$ cat config.mk
export PLATFORM = sky130hd
export DESIGN_NAME = sfp_requant
export DESIGN_NICKNAME = d
export VERILOG_FILES = /design/src/rtl/sfp_pkg.sv /design/src/rtl/sfp_round_lane.sv /design/src/rtl/sfp_requant.sv
export SDC_FILE = /design/constraint.sdc
export NUM_CORES = 1
export LEC_CHECK = 0
export CAP_MARGIN = 20
export CORE_ASPECT_RATIO = 0.8
export CORE_MARGIN = 4
export CORE_UTILIZATION = 44
export CTS_CLUSTER_SIZE = 24
export DETAILED_ROUTE_END_ITERATION = 16
export GPL_ROUTABILITY_DRIVEN = 0
export PLACE_DENSITY = 0.83
export SLEW_MARGIN = 5
export SYNTH_ARGS = -nofsm -noshare
export SYNTH_HDL_FRONTEND = slang
export SYNTH_SLANG_ARGS = --single-unit
$ cat constraint.sdc
create_clock -name clk -period 2 [get_ports clk]
set_clock_uncertainty 0.15 [all_clocks]
set_input_delay 0.4 -clock clk [delete_from_list [all_inputs] [get_ports clk]]
set_output_delay 0.4 -clock clk [all_outputs]
set_load 0.02 [all_outputs]
$ cat src/rtl/sfp_pkg.sv
// Shared types and helpers for the signed fixed-point requantiser.
package sfp_pkg;

  typedef enum logic [1:0] {
    RND_TRUNC,
    RND_HALF_UP,
    RND_HALF_EVEN,
    RND_TO_ZERO
  } round_mode_e;

  // Largest positive two's-complement code of the given width, in the low bits.
  function automatic logic [31:0] sfp_max(input int width);
    return (32'd1 << (width - 1)) - 32'd1;
  endfunction

  // Most negative two's-complement code of the given width, in the low bits.
  function automatic logic [31:0] sfp_min(input int width);
    return 32'd1 << (width - 1);
  endfunction

endpackage

$ cat src/rtl/sfp_round_lane.sv
// One lane of the requantiser: align + round (feeds stage 1) and
// range check + clamp/wrap (fed by stage 1, feeds stage 2).
module sfp_round_lane
  import sfp_pkg::*;
#(
  parameter int IW_IN  = 8,
  parameter int QW_IN  = 8,
  parameter int IW_OUT = 4,
  parameter int QW_OUT = 4
) (
  input  logic [IW_IN+QW_IN-1:0]   din,
  input  logic [1:0]               round_mode,
  output logic [IW_IN+QW_OUT:0]    mid,
  input  logic [IW_IN+QW_OUT:0]    mid_q,
  input  logic                     sat_en,
  output logic [IW_OUT+QW_OUT-1:0] res,
  output logic                     ovf
);

  localparam int WL_IN  = IW_IN + QW_IN;
  localparam int WL_OUT = IW_OUT + QW_OUT;
  localparam int KW     = IW_IN + QW_OUT;
  localparam int MW     = KW + 1;
  localparam int SH     = QW_IN - QW_OUT;
  localparam int TW     = MW - WL_OUT + 1;
  localparam logic [WL_OUT-1:0] MAXC = WL_OUT'(sfp_max(WL_OUT));
  localparam logic [WL_OUT-1:0] MINC = WL_OUT'(sfp_min(WL_OUT));

  generate
    if (SH > 0) begin : g_rnd
      localparam logic [SH-1:0] HALF = SH'(1) << (SH - 1);
      logic [KW-1:0] kept;
      logic [SH-1:0] rem;
      logic          inc;

      assign kept = din[WL_IN-1:SH];
      assign rem  = din[SH-1:0];

      // Every mode is expressed as floor plus a 0/1 increment.
      always_comb begin
        inc = 1'b0;
        case (round_mode)
          RND_TRUNC:     inc = 1'b0;
          RND_HALF_UP:   inc = (rem >= HALF);
          RND_HALF_EVEN: inc = (rem > HALF) || ((rem == HALF) && kept[0]);
          RND_TO_ZERO:   inc = din[WL_IN-1] && (rem != '0);
        endcase
      end

      // The extra top bit keeps a rounding carry from wrapping.
      assign mid = {kept[KW-1], kept} + MW'(inc);
    end else begin : g_shl
      logic unused_round_mode;
      assign unused_round_mode = ^round_mode;
      assign mid = {{(MW-WL_IN){din[WL_IN-1]}}, din} << (-SH);
    end
  endgenerate

  logic [TW-1:0] top;
  assign top = mid_q[MW-1:WL_OUT-1];

  // In range only when all bits above the output sign agree with it.
  always_comb begin
    ovf = !((&top) || !(|top));
    res = mid_q[WL_OUT-1:0];
    if (ovf && sat_en) res = mid_q[MW-1] ? MINC : MAXC;
  end

endmodule

$ cat src/rtl/sfp_requant.sv
// Multi-lane two-stage requantiser with valid/ready on both sides and a
// sticky saturating count of overflowed lanes.
module sfp_requant
  import sfp_pkg::*;
#(
  parameter int IW_IN  = 8,
  parameter int QW_IN  = 8,
  parameter int IW_OUT = 4,
  parameter int QW_OUT = 4,
  parameter int LANES  = 1,
  parameter int CNT_W  = 16
) (
  input  logic                              clk,
  input  logic                              rst_n,
  input  logic                              in_valid,
  output logic                              in_ready,
  input  logic [LANES*(IW_IN+QW_IN)-1:0]    in_val,
  input  logic [1:0]                        round_mode,
  input  logic                              sat_en,
  output logic                              out_valid,
  input  logic                              out_ready,
  output logic [LANES*(IW_OUT+QW_OUT)-1:0]  out_val,
  output logic [LANES-1:0]                  out_sat,
  output logic [CNT_W-1:0]                  sat_cnt,
  input  logic                              cnt_clr
);

  localparam int WL_IN  = IW_IN + QW_IN;
  localparam int WL_OUT = IW_OUT + QW_OUT;
  localparam int MW     = IW_IN + QW_OUT + 1;
  localparam int PW     = $clog2(LANES + 1);

  logic                      s1_valid;
  logic                      s1_sat_en;
  logic [LANES*MW-1:0]       s1_mid;
  logic [LANES*MW-1:0]       mid_c;
  logic [LANES*WL_OUT-1:0]   res_c;
  logic [LANES-1:0]          ovf_c;
  logic                      s2_load;
  logic                      s1_moves;
  logic                      in_fire;
  logic                      out_fire;
  logic [PW-1:0]             pop;
  logic [CNT_W:0]            cnt_sum;

  genvar l;
  generate
    for (l = 0; l < LANES; l++) begin : g_lane
      sfp_round_lane #(
        .IW_IN (IW_IN),
        .QW_IN (QW_IN),
        .IW_OUT(IW_OUT),
        .QW_OUT(QW_OUT)
      ) u_lane (
        .din       (in_val[l*WL_IN +: WL_IN]),
        .round_mode(round_mode),
        .mid       (mid_c[l*MW +: MW]),
        .mid_q     (s1_mid[l*MW +: MW]),
        .sat_en    (s1_sat_en),
        .res       (res_c[l*WL_OUT +: WL_OUT]),
        .ovf       (ovf_c[l])
      );
    end
  endgenerate

  assign s2_load  = !out_valid || out_ready;
  assign s1_moves = s1_valid && s2_load;
  assign in_ready = !s1_valid || s1_moves;
  assign in_fire  = in_valid && in_ready;
  assign out_fire = out_valid && out_ready;

  // Stage 1: aligned and rounded values plus the beat's overflow policy.
  always_ff @(posedge clk) begin
    if (!rst_n) begin
      s1_valid  <= 1'b0;
      s1_sat_en <= 1'b0;
      s1_mid    <= '0;
    end else begin
      if (in_ready) s1_valid <= in_valid;
      if (in_fire) begin
        s1_mid    <= mid_c;
        s1_sat_en <= sat_en;
      end
    end
  end

  // Stage 2: final codes and overflow flags; held while stalled downstream.
  always_ff @(posedge clk) begin
    if (!rst_n) begin
      out_valid <= 1'b0;
      out_val   <= '0;
      out_sat   <= '0;
    end else begin
      if (s2_load) out_valid <= s1_valid;
      if (s1_moves) begin
        out_val <= res_c;
        out_sat <= ovf_c;
      end
    end
  end

  // Number of overflowed lanes in the beat leaving now, and the widened sum.
  always_comb begin
    pop = '0;
    for (int i = 0; i < LANES; i++) pop = pop + PW'(out_sat[i]);
    cnt_sum = {1'b0, sat_cnt} + (CNT_W+1)'(pop);
  end

  // Saturating event counter; clear takes priority over an increment.
  always_ff @(posedge clk) begin
    if (!rst_n || cnt_clr) begin
      sat_cnt <= '0;
    end else if (out_fire) begin
      sat_cnt <= cnt_sum[CNT_W] ? '1 : cnt_sum[CNT_W-1:0];
    end
  end

endmodule
==> flow_metrics.tcl, run 1 <==
set metrics [dict create \
    crit_required_ns 2.05 \
    syn-instance-count 229 \
    numPlacedInstances 353 \
    die_area_sq_um 5713 \
    min_path_type "register to register" \
    critPathMaxStageDelay_ns 0.51 \
    vdd_drop_max_uv 365.1 \
    cpLargestDelayFamily "simple AND/OR/NAND/NOR gates" \
    cts_buffers 5 \
    cts-htree-levels 2 \
    nNetsFinal 331 \
    clock_sink_count 41 \
    power.total_uw 1683 \
    cts_setup_buffers 0 \
    p_per_area_nw_per_um2 579.2 \
    setup_viol 0 \
    rsz0062_at_grt "yes" \
    grt_util_all_layers_pct 18.27 \
    nFillCells 350 \
    syn_avg_cell_area_sq_um 8.764 \
    endpoint_kind "register" \
    multi_input_area_sq_um 1196 \
    drcViolationCount 0 \
    hold_viol 0 \
    grt_overflow 0 \
    mostFrequentLayoutCells "40 x dfxtp_1, 39 x clkdlybuf4s50_1, 27 x buf_4, 20 x a21oi_1, 18 x nand2_1" \
    mostFrequentLayoutCell "dfxtp_1" \
    status "complete, no violations" \
    firstDrtPassIters 4 \
    synth.yosys.seq_area_share_pct 40.90 \
    cts-root-buf "clkbuf_8" \
    vias 1956 \
    drv_cap 0 \
    busiest_layer "met2" \
    grt_max_degree 25 \
    critPathMaxFanout 4 \
    cpMaxStageDelayCell "or4_1" \
    numPortBuffers 50 \
    final_max_slew_viol_count 0 \
    wire_per_inst_microns 14.02 \
    worstSetupPathType "input pin to register" \
    synth_nets 257 \
    syn2layout_area_growth_pct 44.83 \
    grt_pass1_vias 1831 \
    grt_pass1_wl_mm 8.321 \
    synth_flop_cell "dfxtp_1" \
    io_pins 51 \
    grtUsageMet2_pct 30.70 \
    cts_tree "yes" \
    fin_crit_sh_pct 99.11 \
    yosysUniqueCellTypes 40 \
    drtAntennaViolNets 0 \
    dp_slack_ns -0.6341 \
    ys.warnings.count 0 \
    die_x_microns 83.51 \
    finalWorstSetupSlack_ns 0.01775 \
    cp_data_arrival_time_ns 2.04 \
    antenna_found_initial 0 \
    worst-path-buf-inv 1 \
    gr-usage-met1_pct 23.00 \
    fin_crit_ns 1.982 \
    path_cells "buf_6 -> or4_1 -> o2111ai_1 -> o21ai_1 -> ha_2 -> ha_4 -> nand2_4 -> nor2_4 -> xnor2_1 -> a211oi_1" \
    fp.dieH_microns 68.41 \
    yosys_register_bits 41 \
    syn_area_sq_um 2007 \
    insertedDiodeCount 0 \
    vias_per_cell 5.433 \
    synth-edff-count 0 \
    layout-drive-gt1-share_pct 19.80 \
    start_util_pct 46.86 \
    rows 21 \
    clkTransAtPathRegs_ns 0.07 \
    clkLatencyLatePin_ns 0.29 \
    gr-usage-met3_pct 5.054 \
    leakagePower_uw 0.001086 \
    wl_mm 5.046 \
    worstMarginPinSlew_ns 0.4491 \
    worst_setup_path_start_kind "input pin" \
    ys_async_sr_fraction_pct 0 \
    relSlewSlack_pct 70.03 \
    dp_hpwl_mm 3.768 \
    clockBufferDepth 2 \
    drt_iter0_markers 139 \
    core_sq_um 4283 \
    stdcell_count 360 \
    max_freq_ghz 0.5045 \
    register_area_sq_um 822.0 \
]
[synthesized netlist by cell type (2+ instances only)]
library cell | number | share of area, %
and4_1 | 2 | 0.87
a21oi_1 | 20 | 5.0
buf_2 | 2 | 0.50
a31oi_1 | 8 | 2.5
xnor2_1 | 12 | 5.2
nand3_1 | 11 | 2.7
xor2_1 | 7 | 3.1
nor2_1 | 15 | 2.8
or4_1 | 3 | 1.1
mux2i_1 | 6 | 3.0
a211oi_1 | 6 | 2.2
dfxtp_1 | 41 | 41
and3_1 | 5 | 1.6
nand2_1 | 19 | 3.6
nand4_1 | 6 | 1.9
ha_1 | 4 | 2.5
o31ai_1 | 2 | 0.75
o21ai_0 | 13 | 3.2
nand2b_1 | 3 | 0.94
or2_2 | 3 | 0.94
clkbuf_1 | 9 | 1.7
nor3_1 | 7 | 1.7
nor4_1 | 2 | 0.62
inv_1 | 4 | 0.75
nor2b_1 | 3 | 0.94
o221ai_1 | 2 | 0.87
[registers in the layout (all words and copies together) (netlist names)]
signal / flops
s1_sat_en: 1
s1_mid: 13
out_sat: 1
out_valid: 1
out_val: 8
s1_valid: 1
sat_cnt: 16
[worst reg2reg max path: cells and delay by family, from the launching register on]
family / cells / cell delay, ns
and+or+nand+nor: 3 / 0.93
DFF: 1 / 0.37
adders and majority gates: 1 / 0.21
AOI/OAI and AO/OA: 1 / 0.17
[final timing paths]
kind	endpoint	slack [ns]	depth (start not counted)	from
worst max-delay path	s1_mid[6]	0.02	10	in_val[1]
worst min-delay path	out_val[2]	0.33	2	s1_mid[2]
worst max register to register	sat_cnt[15]	0.09	5	out_sat
worst min register to register	out_val[2]	0.33	2	s1_mid[2]
[timing repair]
item / 4_1_cts / 5_1_grt
setup endpoints to repair: 14 / 6
resized for setup: 21 / 11
hold buffers: 0 / 0
pin swaps: 12 / 4
[stage by stage]
step	TNS (ns)	area, sq um	utilization (%)	hold WS [ns]
floorplan	-0.5924	2054	-	0.2993
global placement	-6.648	2795	65.26	0.3106
detailed placement	-7.676	2795	65.26	0.3251
CTS	-0.004911	2885	67.37	0.3349
global route	-0.04600	2907	67.86	0.3604
finish	0	2907	67.86	0.3349
[area by class of cell]
class / count / share of cell area [%]
clock buffers: 7 / 2.970
multi-input cells: 173 / 41.15
repair buffers: 78 / 24.62
flip-flops and latches: 41 / 28.28
inverters: 4 / 0.5166
well taps: 57 / 2.454
[kinds of logic (layout without fill, tap and decap cells)]
logic type / after synthesis / in the layout / synth area share [%]
buffers and inverters: 15 / 89 / 2.930
multiplexers: 6 / 6 / 2.993
AND/OR/NAND/NOR: 89 / 89 / 25.31
XOR/XNOR: 19 / 19 / 8.292
AO/OA/AOI/OAI: 55 / 55 / 17.08
flip-flops: 41 / 41 / 40.90
adder cells (fa/ha/maj): 4 / 4 / 2.494
[routing by layer]
metal	share of wire (%)	vias up
met5	0	-
met4	0.89	0
met3	5.8	7
met2	48	50
met1	45	909
li1	-	990
[power breakdown]
part,switching [uW],total [uW],internal [uW]
logic,131,270,138
clock network,263,537,274
registers,24.4,877,852
total,419,1680,1260
Power figures use the tool's default switching activity.
==> run 2: changes to the inputs <==
--- a/config.mk
+++ b/config.mk
@@ -12,7 +12,7 @@
 export CTS_CLUSTER_SIZE = 24
 export DETAILED_ROUTE_END_ITERATION = 16
 export GPL_ROUTABILITY_DRIVEN = 0
-export PLACE_DENSITY = 0.83
+export PLACE_DENSITY_LB_ADDON = 0.15
 export SLEW_MARGIN = 5
 export SYNTH_ARGS = -nofsm -noshare
 export SYNTH_HDL_FRONTEND = slang
==> run 2 against run 1 <==
Compared with the run above: non-clock buffer count down 2; routed wire length fell by 5.0%; critical path depth did not move; sequential share of layout area about the same; combinational power about the same; clock power is 9.9% higher; sequential power is essentially flat; via count decreased by 2.5%; critical endpoint unchanged.
==> flow_metrics.tcl, run 2 (synthesis results as in run 1) <==
set metrics [dict create \
    cts-root-buf "clkbuf_8" \
    r2r-start "out_sat" \
    min_path_type "register to register" \
    p_per_area_nw_per_um2 596.9 \
    rsz0062_at_grt "yes" \
    power.total_uw 1731 \
    insertedDiodeCount 0 \
    crit_required_ns 2.06 \
    grt_overflow 0 \
    cts_tree "yes" \
    critPathMaxStageDelay_ns 0.53 \
    start_util_pct 46.86 \
    max_freq_ghz 0.5130 \
    vias_per_cell 5.312 \
    cp_data_arrival_time_ns 2.01 \
    post-route-util_pct 67.72 \
    leakagePower_uw 0.001084 \
    min_to "out_val[3]" \
    whs_ns 0.3264 \
    drtAntennaViolNets 0 \
    worst_setup_path_start_kind "input pin" \
    die_area_sq_um 5713 \
    syn2layout_area_growth_pct 44.51 \
    hold_path_depth 2 \
    dp_hpwl_mm 3.605 \
    core_sq_um 4283 \
    relSlewSlack_pct 73.24 \
    pwr-share-seq_pct 50.5 \
    antenna_found_initial 0 \
    clkTransAtPathRegs_ns 0.08 \
    clkLatencyLatePin_ns 0.29 \
    vdd_drop_max_uv 473.3 \
    worstMarginPinSlew_ns 0.4009 \
    nFillCells 356 \
    fp.dieH_microns 68.41 \
    worstSetupPathType "input pin to register" \
    reg_top3 "sat_cnt (16), s1_mid (13), out_val (8)" \
    clock_sink_count 41 \
    vias 1907 \
    drt_iter0_markers 129 \
    mostFrequentLayoutCells "41 x dfxtp_1, 39 x clkdlybuf4s50_1, 25 x buf_4, 20 x a21oi_1, 18 x nand2_1" \
    mostFrequentLayoutCell "dfxtp_1" \
    grt_pass1_vias 1746 \
    firstDrtPassIters 4 \
    nNetsFinal 329 \
    regMostFlops "sat_cnt" \
    path_cells "clkbuf_2 -> or4_4 -> o2111ai_2 -> o21ai_2 -> ha_2 -> ha_4 -> nand2_4 -> nor2_4 -> xnor2_1 -> a211oi_1" \
    hold_viol 0 \
    drcViolationCount 0 \
    p_sw_uw 430.5 \
    drv_cap 0 \
    wl_mm 4.794 \
    hp-start "s1_mid[3]" \
    cts_buffers 5 \
    layout-drive-gt1-share_pct 20.86 \
    switching_share_pct 24.87 \
    grt_util_all_layers_pct 17.62 \
    p_int_uw 1301 \
    fin_crit_ns 1.949 \
    io_pins 51 \
    clockBufferDepth 2 \
    reg2reg_depth 5 \
    cts-htree-levels 2 \
    cts_hold_buffers 0 \
    p_clk_share_pct 34.1 \
    fin_crit_sh_pct 97.47 \
    r2r_slack_ns 0.11 \
    status "complete, no violations" \
    p_comb_share_pct 15.4 \
    endpoint_kind "register" \
    setup_viol 0 \
    largest_register_ffs 16 \
    critPathMaxFanout 4 \
    r2r-end "sat_cnt[15]" \
    rows 21 \
    numPortBuffers 50 \
    die_x_microns 83.51 \
    grt_max_degree 25 \
    final_max_slew_viol_count 0 \
    cpMaxStageDelayCell "or4_4" \
    grt_pass1_wl_mm 8.052 \
    wire_per_inst_microns 13.35 \
]
-- run 2: cell types whose count changed in the layout (fill, tap and decap cells not counted), moves of 2 or more --
cell      delta
or4_1        -2
buf_4        -2
or4_4        +2
clkbuf_2     +3
-- run 2: metrics by stage --
step,setup TNS (ns),cells,worst slack [ns],cell area (sq um)
after CTS,0,358,0.005186,2883
final,0,359,0.05057,2900
after floorplan,-0.5924,229,-0.1157,2054
after global routing,-0.01677,359,-0.01677,2900
after global placement,-6.922,350,-0.5674,2773
after detailed placement,-7.078,350,-0.5989,2773
-- run 2: worst max-delay path by stage --
stage / startpoint / to / slack [ns] / depth (start not counted)
after floorplan: in_val[2] / s1_mid[11] / -0.12 / 9
after detailed placement: in_val[2] / s1_mid[6] / -0.60 / 10
after global routing: in_val[2] / s1_mid[6] / -0.02 / 10
after CTS: in_val[1] / s1_mid[6] / 0.005 / 10
after global placement: in_val[2] / s1_mid[6] / -0.57 / 10
final: in_val[2] / s1_mid[6] / 0.05 / 10
-- run 2: critical path: cells and delay by family --
family          cells  cell delay (ns)
simple gates        3             0.65
fa+ha+maj           2             0.40
compound gates      3             0.37
xor+xnor            1             0.11
buf+inv             1             0.09
-- run 2: layout make-up --
class | instances | area (sq um) | share of cell area [%]
Multi-Input combinational cell | 173 | 1202 | 41.46
Sequential cell | 41 | 820.8 | 28.30
Timing Repair Buffer | 76 | 689.4 | 23.77
Clock buffer | 7 | 96.34 | 3.322
Tap cell | 57 | 71.32 | 2.459
Inverter | 4 | 15.01 | 0.5177
Clock inverter | 1 | 5.005 | 0.1726
-- run 2: what timing repair did --
action | 4_1_cts | 5_1_grt
setup buffers | 0 | 1
pin swaps | 10 | 9
endpoints found under the setup margin | 13 | 11
gates resized for setup | 17 | 14
endpoints found under the hold margin | 0 | 0
-- run 2: routing by layer --
layer  wire (microns)  track usage (%)  part of all wire (%)
met1             2384            24.36                    50
met2             2134            26.80                    45
met3              212            4.813                   4.4
met4               62            5.823                   1.3
met5                0                0                     0
-- run 2: power groups by stage --
stage / Clock, uW / Combinational, uW / Sequential (uW)
floorplan: 0 / 114 / 906
global placement: 0 / 261 / 894
detailed placement: 0 / 265 / 894
CTS: 603 / 264 / 875
global route: 647 / 293 / 880
finish: 590 / 267 / 875
